<file path="src/rtl/cascade_controller.sv">
// Runs the Haar cascade for one window: fetches stage headers, drives the stage evaluator, reports a verdict.
// Latency: 5 cycles per stage plus evaluator time; result 1 cycle after the decisive se_done, timeout or n=0 accept.
// Backpressure: win_ready only while idle; result is held until res_ready, so no new window enters meanwhile.
module cascade_controller #(
    parameter int DATA_WIDTH = 32,
    parameter int NUM_STAGES = 25,
    parameter int STAGE_AW   = 8,
    parameter int TIMEOUT    = 65535,
    parameter int TAG_W      = 20
) (
    input  logic                         clk,
    input  logic                         rst_n,
    input  logic                         win_valid,
    output logic                         win_ready,
    input  logic [TAG_W-1:0]             win_tag,
    input  logic [7:0]                   cfg_num_stages,
    output logic [STAGE_AW-1:0]          st_addr,
    input  logic [DATA_WIDTH-1:0]        st_data,
    output logic                         se_start,
    output logic [13:0]                  se_base_addr,
    output logic [15:0]                  se_num_classifiers,
    output logic signed [DATA_WIDTH-1:0] se_threshold,
    input  logic                         se_passed,
    input  logic                         se_done,
    output logic                         res_valid,
    input  logic                         res_ready,
    output logic                         res_face,
    output logic [7:0]                   res_stages,
    output logic                         res_err,
    output logic [TAG_W-1:0]             res_tag,
    output logic [15:0]                  face_count
);

    localparam int                WD_W       = $clog2(TIMEOUT + 1);
    localparam logic [WD_W-1:0]   WD_LIMIT   = WD_W'(TIMEOUT - 1);
    localparam logic [7:0]        MAX_STAGES = 8'(NUM_STAGES);

    typedef enum logic [2:0] {
        S_IDLE,
        S_FETCH,
        S_START,
        S_WAIT,
        S_RESULT
    } state_t;

    state_t              state, state_nxt;
    logic [1:0]          fcnt;
    logic [7:0]          stage_idx;
    logic [7:0]          num_run;
    logic [7:0]          pass_cnt;
    logic [WD_W-1:0]     wdog;
    logic [7:0]          cfg_clamped;
    logic [STAGE_AW-1:0] stage_base;
    logic                win_acc;
    logic                last_stage;
    logic                wd_expire;

    assign win_acc     = win_valid && win_ready;
    assign cfg_clamped = (cfg_num_stages > MAX_STAGES) ? MAX_STAGES : cfg_num_stages;
    assign last_stage  = (stage_idx + 8'd1) == num_run;
    assign wd_expire   = (wdog == WD_LIMIT);
    assign stage_base  = STAGE_AW'(int'(stage_idx) * 3);

    // Reads for word0..word2 go out on c0..c2; the registered ROM returns each one cycle later.
    assign st_addr   = (state == S_FETCH && fcnt != 2'd3) ? stage_base + STAGE_AW'(fcnt) : '0;
    assign se_start  = (state == S_START);
    assign res_valid = (state == S_RESULT);

    always_comb begin
        state_nxt = state;
        case (state)
            S_IDLE: begin
                if (win_acc) begin
                    state_nxt = (cfg_num_stages == 8'd0) ? S_RESULT : S_FETCH;
                end
            end
            S_FETCH: begin
                if (fcnt == 2'd3) begin
                    state_nxt = S_START;
                end
            end
            S_START: state_nxt = S_WAIT;
            S_WAIT: begin
                // A done arriving in the expiry cycle wins over the watchdog.
                if (se_done) begin
                    state_nxt = (se_passed && !last_stage) ? S_FETCH : S_RESULT;
                end else if (wd_expire) begin
                    state_nxt = S_RESULT;
                end
            end
            S_RESULT: begin
                if (res_ready) begin
                    state_nxt = S_IDLE;
                end
            end
            default: state_nxt = S_IDLE;
        endcase
    end

    always_ff @(posedge clk or negedge rst_n) begin
        if (!rst_n) begin
            state              <= S_IDLE;
            win_ready          <= 1'b0;
            fcnt               <= 2'd0;
            stage_idx          <= 8'd0;
            num_run            <= 8'd0;
            pass_cnt           <= 8'd0;
            wdog               <= '0;
            se_base_addr       <= 14'd0;
            se_num_classifiers <= 16'd0;
            se_threshold       <= '0;
            res_face           <= 1'b0;
            res_stages         <= 8'd0;
            res_err            <= 1'b0;
            res_tag            <= '0;
            face_count         <= 16'd0;
        end else begin
            state     <= state_nxt;
            win_ready <= (state_nxt == S_IDLE);
            case (state)
                S_IDLE: begin
                    if (win_acc) begin
                        res_tag    <= win_tag;
                        num_run    <= cfg_clamped;
                        stage_idx  <= 8'd0;
                        pass_cnt   <= 8'd0;
                        fcnt       <= 2'd0;
                        res_face   <= 1'b1;
                        res_stages <= 8'd0;
                        res_err    <= 1'b0;
                    end
                end
                S_FETCH: begin
                    fcnt <= fcnt + 2'd1;
                    case (fcnt)
                        2'd1:    se_base_addr       <= st_data[13:0];
                        2'd2:    se_num_classifiers <= st_data[15:0];
                        2'd3:    se_threshold       <= $signed(st_data);
                        default: ;
                    endcase
                end
                S_START: wdog <= '0;
                S_WAIT: begin
                    wdog <= wdog + 1'b1;
                    if (se_done) begin
                        if (se_passed) begin
                            pass_cnt <= pass_cnt + 8'd1;
                            if (last_stage) begin
                                res_face   <= 1'b1;
                                res_stages <= pass_cnt + 8'd1;
                            end else begin
                                stage_idx <= stage_idx + 8'd1;
                            end
                        end else begin
                            res_face   <= 1'b0;
                            res_stages <= pass_cnt;
                        end
                    end else if (wd_expire) begin
                        res_face   <= 1'b0;
                        res_err    <= 1'b1;
                        res_stages <= pass_cnt;
                    end
                end
                S_RESULT: begin
                    if (res_ready && res_face && face_count != 16'hFFFF) begin
                        face_count <= face_count + 16'd1;
                    end
                end
                default: ;
            endcase
        end
    end

endmodule

</file>
<file path="config.mk">
export PLATFORM = sky130hd
export DESIGN_NAME = cascade_controller
export DESIGN_NICKNAME = d
export VERILOG_FILES = /design/src/rtl/cascade_controller.sv
export SDC_FILE = /design/constraint.sdc
export NUM_CORES = 1
export LEC_CHECK = 0
export ABC_AREA = 1
export BUFFER_PORTS_ARGS = -buffer_cell sky130_fd_sc_hd__buf_2
export CAP_MARGIN = 10
export CORE_ASPECT_RATIO = 0.7
export CORE_MARGIN = 2
export CORE_UTILIZATION = 30
export CTS_BUF_LIST = sky130_fd_sc_hd__clkbuf_4
export CTS_CLUSTER_SIZE = 28
export DETAILED_ROUTE_END_ITERATION = 8
export PLACE_DENSITY = 0.55
export SETUP_SLACK_MARGIN = 0.15
export SYNTH_ARGS = -nofsm -noshare
export SYNTH_HDL_FRONTEND = slang
export SYNTH_SLANG_ARGS = --single-unit
</file>
<file path="constraint.sdc">
create_clock -name clk -period 4.18 [get_ports clk]
set_input_delay 0.209 -clock clk [delete_from_list [all_inputs] [get_ports clk]]
set_output_delay 0.209 -clock clk [all_outputs]
set_load 0.02 [all_outputs]
</file>
# [Word level (Yosys, flattened, before mapping)]
# Cells that the tools add are included.
[op_classes] n_eq_ne=19 add_sub_neg=6 magnitude_cmp=1 n_reduce_logical=22 muxes=36 mul=1
[op_table] operator="$mux 8" n=12
[op_table] operator="$pmux 8 s2" n=3
[op_table] operator="$add 16x1->16 const B" n=2
[op_table] operator="$pmux 16 s2" n=1
[op_table] operator="$mux 3" n=7
[op_table] operator="$add 8x1->8 const B" n=2
[op_table] operator="$eq 16x16->1 const B" n=1
[op_table] operator="$ne 16x16->1 const B" n=1
[op_table] operator="$pmux 3 s5" n=1
[op_table] operator="$ne 2x2->1 const B" n=7
[op_table] operator="$reduce_and 2->1" n=6
[op_table] operator="$reduce_and 4->1" n=3
[op_table] operator="$add 8x2->8" n=1
[op_table] operator="$eq 8x8->1" n=1
[op_table] operator="$gt 8x5->1 const B" n=1
[op_table] operator="$logic_not 8->1" n=1
[op_table] operator="$mul 8x2->8 const B" n=1
[op_table] operator="$mux 1" n=8
[op_table] operator="$eq 3x2->1 const B" n=2
[op_table] operator="$logic_not 3->1" n=2
[op_table] operator="$reduce_bool 2->1" n=3
[op_table] operator="$logic_and 1x1->1" n=5
[op_table] operator="$reduce_and 5->1" n=1
[op_table] operator="$eq 2x2->1 const B" n=2
[op_table] operator="10 further kinds" n=11
[totals] elab_cells=100 register_bits=154

# [Logic depth before layout (Yosys ltp)]
# Gate-level depths: netlist (run 1).
[depth] ltp_word=8 depth_mapped=14 mapped_depth_nobuf=14

# [Worst setup path after synthesis (run 1)]
# OpenSTA, ideal clock, no wires.
[synth_timing] kind="flip-flop to output port" startpoint="register stage_idx[0]" endpoint="output port st_addr[7]" slack_ps=1626 arrival_time_ps=2345 path_stages_with_launch=11 t_required_ps=3971 cell_sequence="dfrtp_1 fa_1 ha_1 fa_1 nand3_1 nand3_1 nand2_1 nand2_1 a21oi_1 xor2_1 nor2_1"
[synth_between] elab_chain_len=3
[synth_lines] element="from (decl)" line_no="48" text="logic [7:0] stage_idx;"
[synth_lines] element="from (signal assigned)" line_no="152" text="stage_idx <= stage_idx + 8'd1;"
[synth_lines] element="$mul 8x2->8" line_no="62" text="assign stage_base = STAGE_AW'(int'(stage_idx) * 3);"
[synth_lines] element="$add 8x2->8" line_no="65" text="assign st_addr = (state == S_FETCH && fcnt != 2'd3) ? stage_base + STAGE_AW'(fcnt) : '0;"
[synth_lines] element="$mux 8" line_no="65"
[synth_lines] element="to (decl)" line_no="17" text="output logic [STAGE_AW-1:0] st_addr,"
# Every way passes these cells.

# [Worst setup path in the final report (run 1)]
# Ends and elaborated chain as after synthesis.

==> metrics.txt, run 1 <==
final setup fails 0; cell taking the most area after synthesis sky130_fd_sc_hd__dfrtp_1; largest net degree at the start of global routing 97; Period Utilization, post-route 79.4%; Worst Tran Pin Value 1.03 ns; number of enable-type register cells in the synthesized netlist 0; first-pass GRT wire length 30.8 mm; initial standard-cell utilization of the core 30.6%; NumNets Final 1179; drt drc 0; Synthesis Warnings 0; Post-Syn Area 0.00726 mm²; Syn Area/Cell 8.65 µm²; top area cells in the synthesized netlist sky130_fd_sc_hd__dfrtp_1 (53%), sky130_fd_sc_hd__nand2_1 (13%), sky130_fd_sc_hd__o21ai_0 (5.8%); clock latency on the worst-skew pair 0.55 ns; clock buffer count from CTS 17; maximum buffer depth of the clock tree 2; global route overflow 0; CTS root buffer sky130_fd_sc_hd__clkbuf_4; Synth cell types 36; post-DP HPWL 12.9 mm; total number of placement rows 47; number of violations of the max-capacitance limit 0; number of endpoints with negative hold slack in the final report 0; min-delay worst type in2reg; overall global routing resource usage 15.2%; share of the synthesized area in the top cell type 53.1%; number of global-route vias before repair 6064; crit end category output port; core area 0.0237 mm²; Worst IR Drop VDD 316 µV; ratio of total power to cell area 598 mW/mm²; post-detailed-route wirelength per cell 13.2 µm; global-route track usage on met1 22.0%; met2 demand-to-capacity share in global routing 22.6%; net count after synthesis 927; Final Wtd Congestion 0.806; sequential element share of the synthesized area 53.1%; M3 GR Usage 4.13%; Die Width 190 µm; residual antenna-violating net count after detailed routing 0; post-synthesis async set-or-reset flop share 100%; diodes inserted 0; relative area change from synthesis to final layout 30.4%; top-level port count 185; depth of the CTS H-tree 4; pins over their slew limit 0; Final Core Density 39.9%; count of input and output buffers 184; ratio of cells with drive above 1 in the final layout 22.8%; CP Launch Type register; maximum clock frequency 0.301 GHz; setup repair after global routing missed its margin no; busiest layer in global routing met2; via count of the routed design 6288; Clock Skew 0.0168 ns; TritonCTS Sinks 154; clock tree from TritonCTS done; Post-Synthesis Cells 839; height of the die 134 µm; CTS clk-pin slew, worst paths 0.14 ns; initial DRC count 264; CP required 3.97 ns; # fillers 2399; data arrival at the endpoint of the critical path 3.11 ns; Post-Route WL 18.8 mm; result of the run completed; leading cell types by count after synthesis sky130_fd_sc_hd__nand2_1 (250), sky130_fd_sc_hd__dfrtp_1 (154), sky130_fd_sc_hd__inv_1 (90); area enclosed by the die boundary 0.0255 mm²; setup TNS 0 ns; leakage component of the power 4.92 nW; DR vias/cell 4.42; Final min period 3.32 ns; slew margin rel. 31.2%; #FFs+latches synth 154; most frequently used flop master after synthesis sky130_fd_sc_hd__dfrtp_1; initial antenna violation count 0; Pre-Repair DR Iteration Count 4; Crit Path Category reg2out; most instantiated library cell after synthesis sky130_fd_sc_hd__nand2_1; crit path max fanout 10
state kept, by name, summed over array words and instances (netlist names):
signal,count
se_threshold,32
res_tag,20
face_count,16
se_num_classifiers,16
wdog,16
se_base_addr,14
num_run,8
pass_cnt,8
res_stages,8
stage_idx,8
state,3
fcnt,2
res_err,1
res_face,1
win_ready,1
logic make-up (layout without fill, tap and decap cells):
group	after synthesis	in the layout	share of synthesized area, %
XOR/XNOR	21	21	2.53
adder cells (fa/ha/maj)	22	22	4.00
buffers and inverters	113	378	6.24
multiplexers	16	16	2.48
flip-flops	154	154	53.1
AND/OR/NAND/NOR	390	390	22.8
AO/OA/AOI/OAI	123	123	8.84
report_power, final:
part	leakage, nW	switching, mW	internal [mW]
sequential	1.94	0.315	2.00
clock	0.154	0.572	0.415
combinational	2.83	1.53	0.824
what timing repair did:
action	CTS	global route
gates resized for setup	0	0
setup buffers	0	0
hold buffers	65	0
endpoints found under the hold margin	184	0
placed cells by master (no fill, tap or decap), types with 5 or more instances in the layout:
cell / n
sky130_fd_sc_hd__buf_4: 5
sky130_fd_sc_hd__xnor2_1: 6
sky130_fd_sc_hd__ha_1: 20
sky130_fd_sc_hd__o21ai_0: 84
sky130_fd_sc_hd__nand2_1: 250
sky130_fd_sc_hd__nor2_1: 53
sky130_fd_sc_hd__o21ai_1: 13
sky130_fd_sc_hd__mux2_2: 16
sky130_fd_sc_hd__nand4_1: 9
sky130_fd_sc_hd__a21oi_1: 11
sky130_fd_sc_hd__nand2_2: 5
sky130_fd_sc_hd__o22ai_1: 7
sky130_fd_sc_hd__dlygate4sd3_1: 65
sky130_fd_sc_hd__inv_1: 90
sky130_fd_sc_hd__nand3_1: 52
sky130_fd_sc_hd__buf_2: 183
sky130_fd_sc_hd__clkbuf_4: 17
sky130_fd_sc_hd__dfrtp_1: 154
sky130_fd_sc_hd__xor2_1: 15
per-layer routing:
layer  vias to the layer above  part of all wire [%]
li1                       3204                     -
met1                      2913                    52
met2                       154                    42
met3                        17                   5.0
met4                         0                   1.0
met5                         -                     0
worst max-delay path: stages, from the launching register on:
cell,delay [ns]
sky130_fd_sc_hd__dfrtp_1,0.59
sky130_fd_sc_hd__fa_1,0.48
sky130_fd_sc_hd__ha_1,0.24
sky130_fd_sc_hd__fa_1,0.41
sky130_fd_sc_hd__nand3_1,0.10
sky130_fd_sc_hd__nand3_1,0.08
sky130_fd_sc_hd__nand2_1,0.08
sky130_fd_sc_hd__nand2_1,0.05
sky130_fd_sc_hd__a21oi_1,0.14
sky130_fd_sc_hd__xor2_1,0.17
sky130_fd_sc_hd__nor2_1,0.05
sky130_fd_sc_hd__buf_2,0.15
path summary, 6_finish.rpt:
check,from,end,slack [ns],cells past startpoint
setup / recovery,stage_idx[0]$_DFFE_PN0P_,st_addr[7],0.86,11
max in group asynchronous,rst_n,se_threshold[20]$_DFFE_PN0P_,2.85,3
hold / removal,cfg_num_stages[6],num_run[4]$_DFFE_PN0P_,0.11,5
setup reg to reg,stage_idx[0]$_DFFE_PN0P_,state[2]$_DFF_PN0_,1.23,13
hold reg to reg,res_stages[7]$_DFFE_PN0P_,res_stages[7]$_DFFE_PN0P_,0.49,2
min in group asynchronous,rst_n,se_threshold[25]$_DFFE_PN0P_,0.29,2
metrics by stage:
step	power [mW]	hold WS (ns)	instances	instance area (µm²)	setup slack (ns)
floorplan	3.83	-0.0866	839	7260	1.63
global placement	4.63	0.363	1325	8510	1.52
detailed placement	4.66	0.391	1325	8510	1.47
CTS	5.75	0.0242	1422	9470	0.778
global route	6.11	0.0979	1422	9470	0.638
finish	5.66	0.108	1422	9470	0.860
cell type report:
class,instances,area [µm²],share of cell area [%]
flip-flops and latches,154,3850,40.7
multi-input cells,572,2950,31.2
repair buffers,254,1620,17.1
well taps,318,398,4.20
inverters,92,345,3.65
clock inverters,15,174,1.84
clock buffers,17,128,1.35
No activity file was read; power rests on OpenSTA's default activity.
==> inputs of run 2 (changes only) <==
clock period = 3.2 ns   (was 4.18 ns; I/O delays follow)
==> metrics.txt, run 2 (same netlist as run 1, synthesis figures left out) <==
depth of the CTS H-tree 4; pins over their slew limit 0; initial standard-cell utilization of the core 30.6%; height of the die 134 µm; cell type group with the largest total delay on the critical path adder cells; total number of placement rows 47; area enclosed by the die boundary 0.0255 mm²; CP Launch Type register; Cells after DPL 1326; core area 0.0237 mm²; number of global-route vias before repair 6020; area used by multi-input combinational logic 0.00298 mm²; maximum buffer depth of the clock tree 2; flip-flop count of the largest register, all copies and words added 32; register containing the most flip-flops in the final layout se_threshold; Period Utilization, post-route 92.6%; Clock Skew 0.0200 ns; top-level port count 185; Final Core Density 40.6%; drt drc 0; crit path max fanout 3; Crit Path Category reg2out; worst setup slack after placement 0.568 ns; most used cells in the layout excluding fill and tap cells sky130_fd_sc_hd__nand2_1 (250), sky130_fd_sc_hd__buf_2 (183), sky130_fd_sc_hd__dfrtp_1 (152); hold wc startpoint res_ready; post-detailed-route wirelength per cell 13.2 µm; reg2reg end state[2]$_DFF_PN0_; # fillers 2416; start point of the critical path fcnt[1]$_DFFE_PN0P_; Final min period 2.96 ns; Worst IR Drop VDD 362 µV; biggest cell delay along the critical path 0.48 ns; ratio of total power to cell area 789 mW/mm²; cells on worst reg2reg path 15; TritonCTS Sinks 154; leakage component of the power 4.99 nW; Die Width 190 µm; number of violations of the max-capacitance limit 0; CTS root buffer sky130_fd_sc_hd__clkbuf_4; count of input and output buffers 184; residual antenna-violating net count after detailed routing 0; DR vias/cell 4.42; relative area change from synthesis to final layout 32.5%; register cell area after layout 0.00386 mm²; via count of the routed design 6323; Post-Route WL 18.9 mm; initial antenna violation count 0; startpoint of the worst-slack reg-to-reg timing path stage_idx[1]$_DFFE_PN0P_; slew margin rel. 25.7%; largest net degree at the start of global routing 91; CTS clk-pin slew, worst paths 0.14 ns; min-delay worst type in2reg; first-pass GRT wire length 30.9 mm; R2R setup slack 0.30 ns; CP required 3.04 ns; clock tree from TritonCTS done; result of the run completed; sum of internal, switching and leakage power 7.59 mW; crit path setup slack, layout 0.238 ns; initial DRC count 364; setup repair after global routing missed its margin yes; number of endpoints with negative hold slack in the final report 0; final setup fails 0; crit end category output port; largest registers se_threshold x32, res_tag x20; data arrival at the endpoint of the critical path 2.80 ns; NumNets Final 1186; Worst Path Buf+Inv 1; Pre-Repair DR Iteration Count 5; leading cell type in the layout, fill and taps excluded sky130_fd_sc_hd__nand2_1; capture endpoint of the worst hold path win_ready$_DFF_PN0_; clock latency on the worst-skew pair 0.55 ns; Worst Tran Pin Value 1.11 ns; maximum clock frequency 0.338 GHz; ratio of cells with drive above 1 in the final layout 23.9%; Final Wtd Congestion 0.781; overall global routing resource usage 15.3%; post-DP HPWL 13.1 mm; Cells on Worst Hold Path 5; number of cells in the finished layout apart from fillers 1429; diodes inserted 0; global route overflow 0; CP cell instances fa_1, ha_2, fa_2, nand3_1, nand3_1, nand2_1, nand2_1, a21oi_2, xor2_1, nor2_1, buf_2; slowest cell on the critical path sky130_fd_sc_hd__fa_1; clock buffer count from CTS 17
run 2: final cells by class:
cell class / count / share of cell area, %
flip-flops and latches: 154 / 40.1
repair buffers: 261 / 17.5
clock inverters: 14 / 2.26
multi-input cells: 572 / 31.0
well taps: 318 / 4.14
inverters: 92 / 3.59
clock buffers: 18 / 1.40
run 2: through the flow:
stage | hold WS, ns | setup TNS [ns] | cell area (µm²)
floorplan | -0.136 | 0 | 7260
global placement | 0.145 | 0 | 8530
detailed placement | 0.140 | 0 | 8530
CTS | 0.0352 | 0 | 9580
global route | 0.0792 | -0.00968 | 9620
finish | 0.113 | 0 | 9620
run 2: timing repair:
action / CTS / global route
setup buffers: 2 / 2
setup endpoints to repair: 2 / 2
endpoints found under the hold margin: 154 / 0
gates cloned: 0 / 0
pin swaps: 1 / 0
hold buffers: 67 / 0
gates resized for setup: 4 / 4
run 2: worst min-delay path, stage by stage:
cell and delay (ns):
sky130_fd_sc_hd__buf_2 0.14, sky130_fd_sc_hd__o22ai_1 0.10, sky130_fd_sc_hd__nor2_1 0.08, sky130_fd_sc_hd__nand2_1 0.07
sky130_fd_sc_hd__nor2_1 0.07
run 2: worst max-delay path by stage:
stage                 end  slack (ns)  cells after the start
6_report       st_addr[7]        0.24                     11
5_1_grt        st_addr[7]       -0.01                     11
4_1_cts        st_addr[7]        0.16                     11
3_5_place_dp   st_addr[7]        0.57                     11
3_3_place_gp   st_addr[7]        0.60                     11
2_1_floorplan  st_addr[7]        0.70                     10
run 2: routing by layer:
metal / up-vias / part of all wire (%) / wire, µm / track usage, %
met2: 166 / 43 / 8030 / 22.7
met1: 2925 / 51 / 9590 / 22.3
met4: 0 / 1.1 / 216 / 3.66
li1: 3218 / - / - / -
met5: - / 0 / 0 / 0
met3: 14 / 5.5 / 1030 / 4.08
run 2: where the power goes:
part	switching [mW]	leakage (nW)	internal [mW]
Sequential	0.399	1.94	2.62
Combinational	2.01	2.88	1.11
Clock	0.739	0.179	0.711
Total	3.15	4.99	4.44
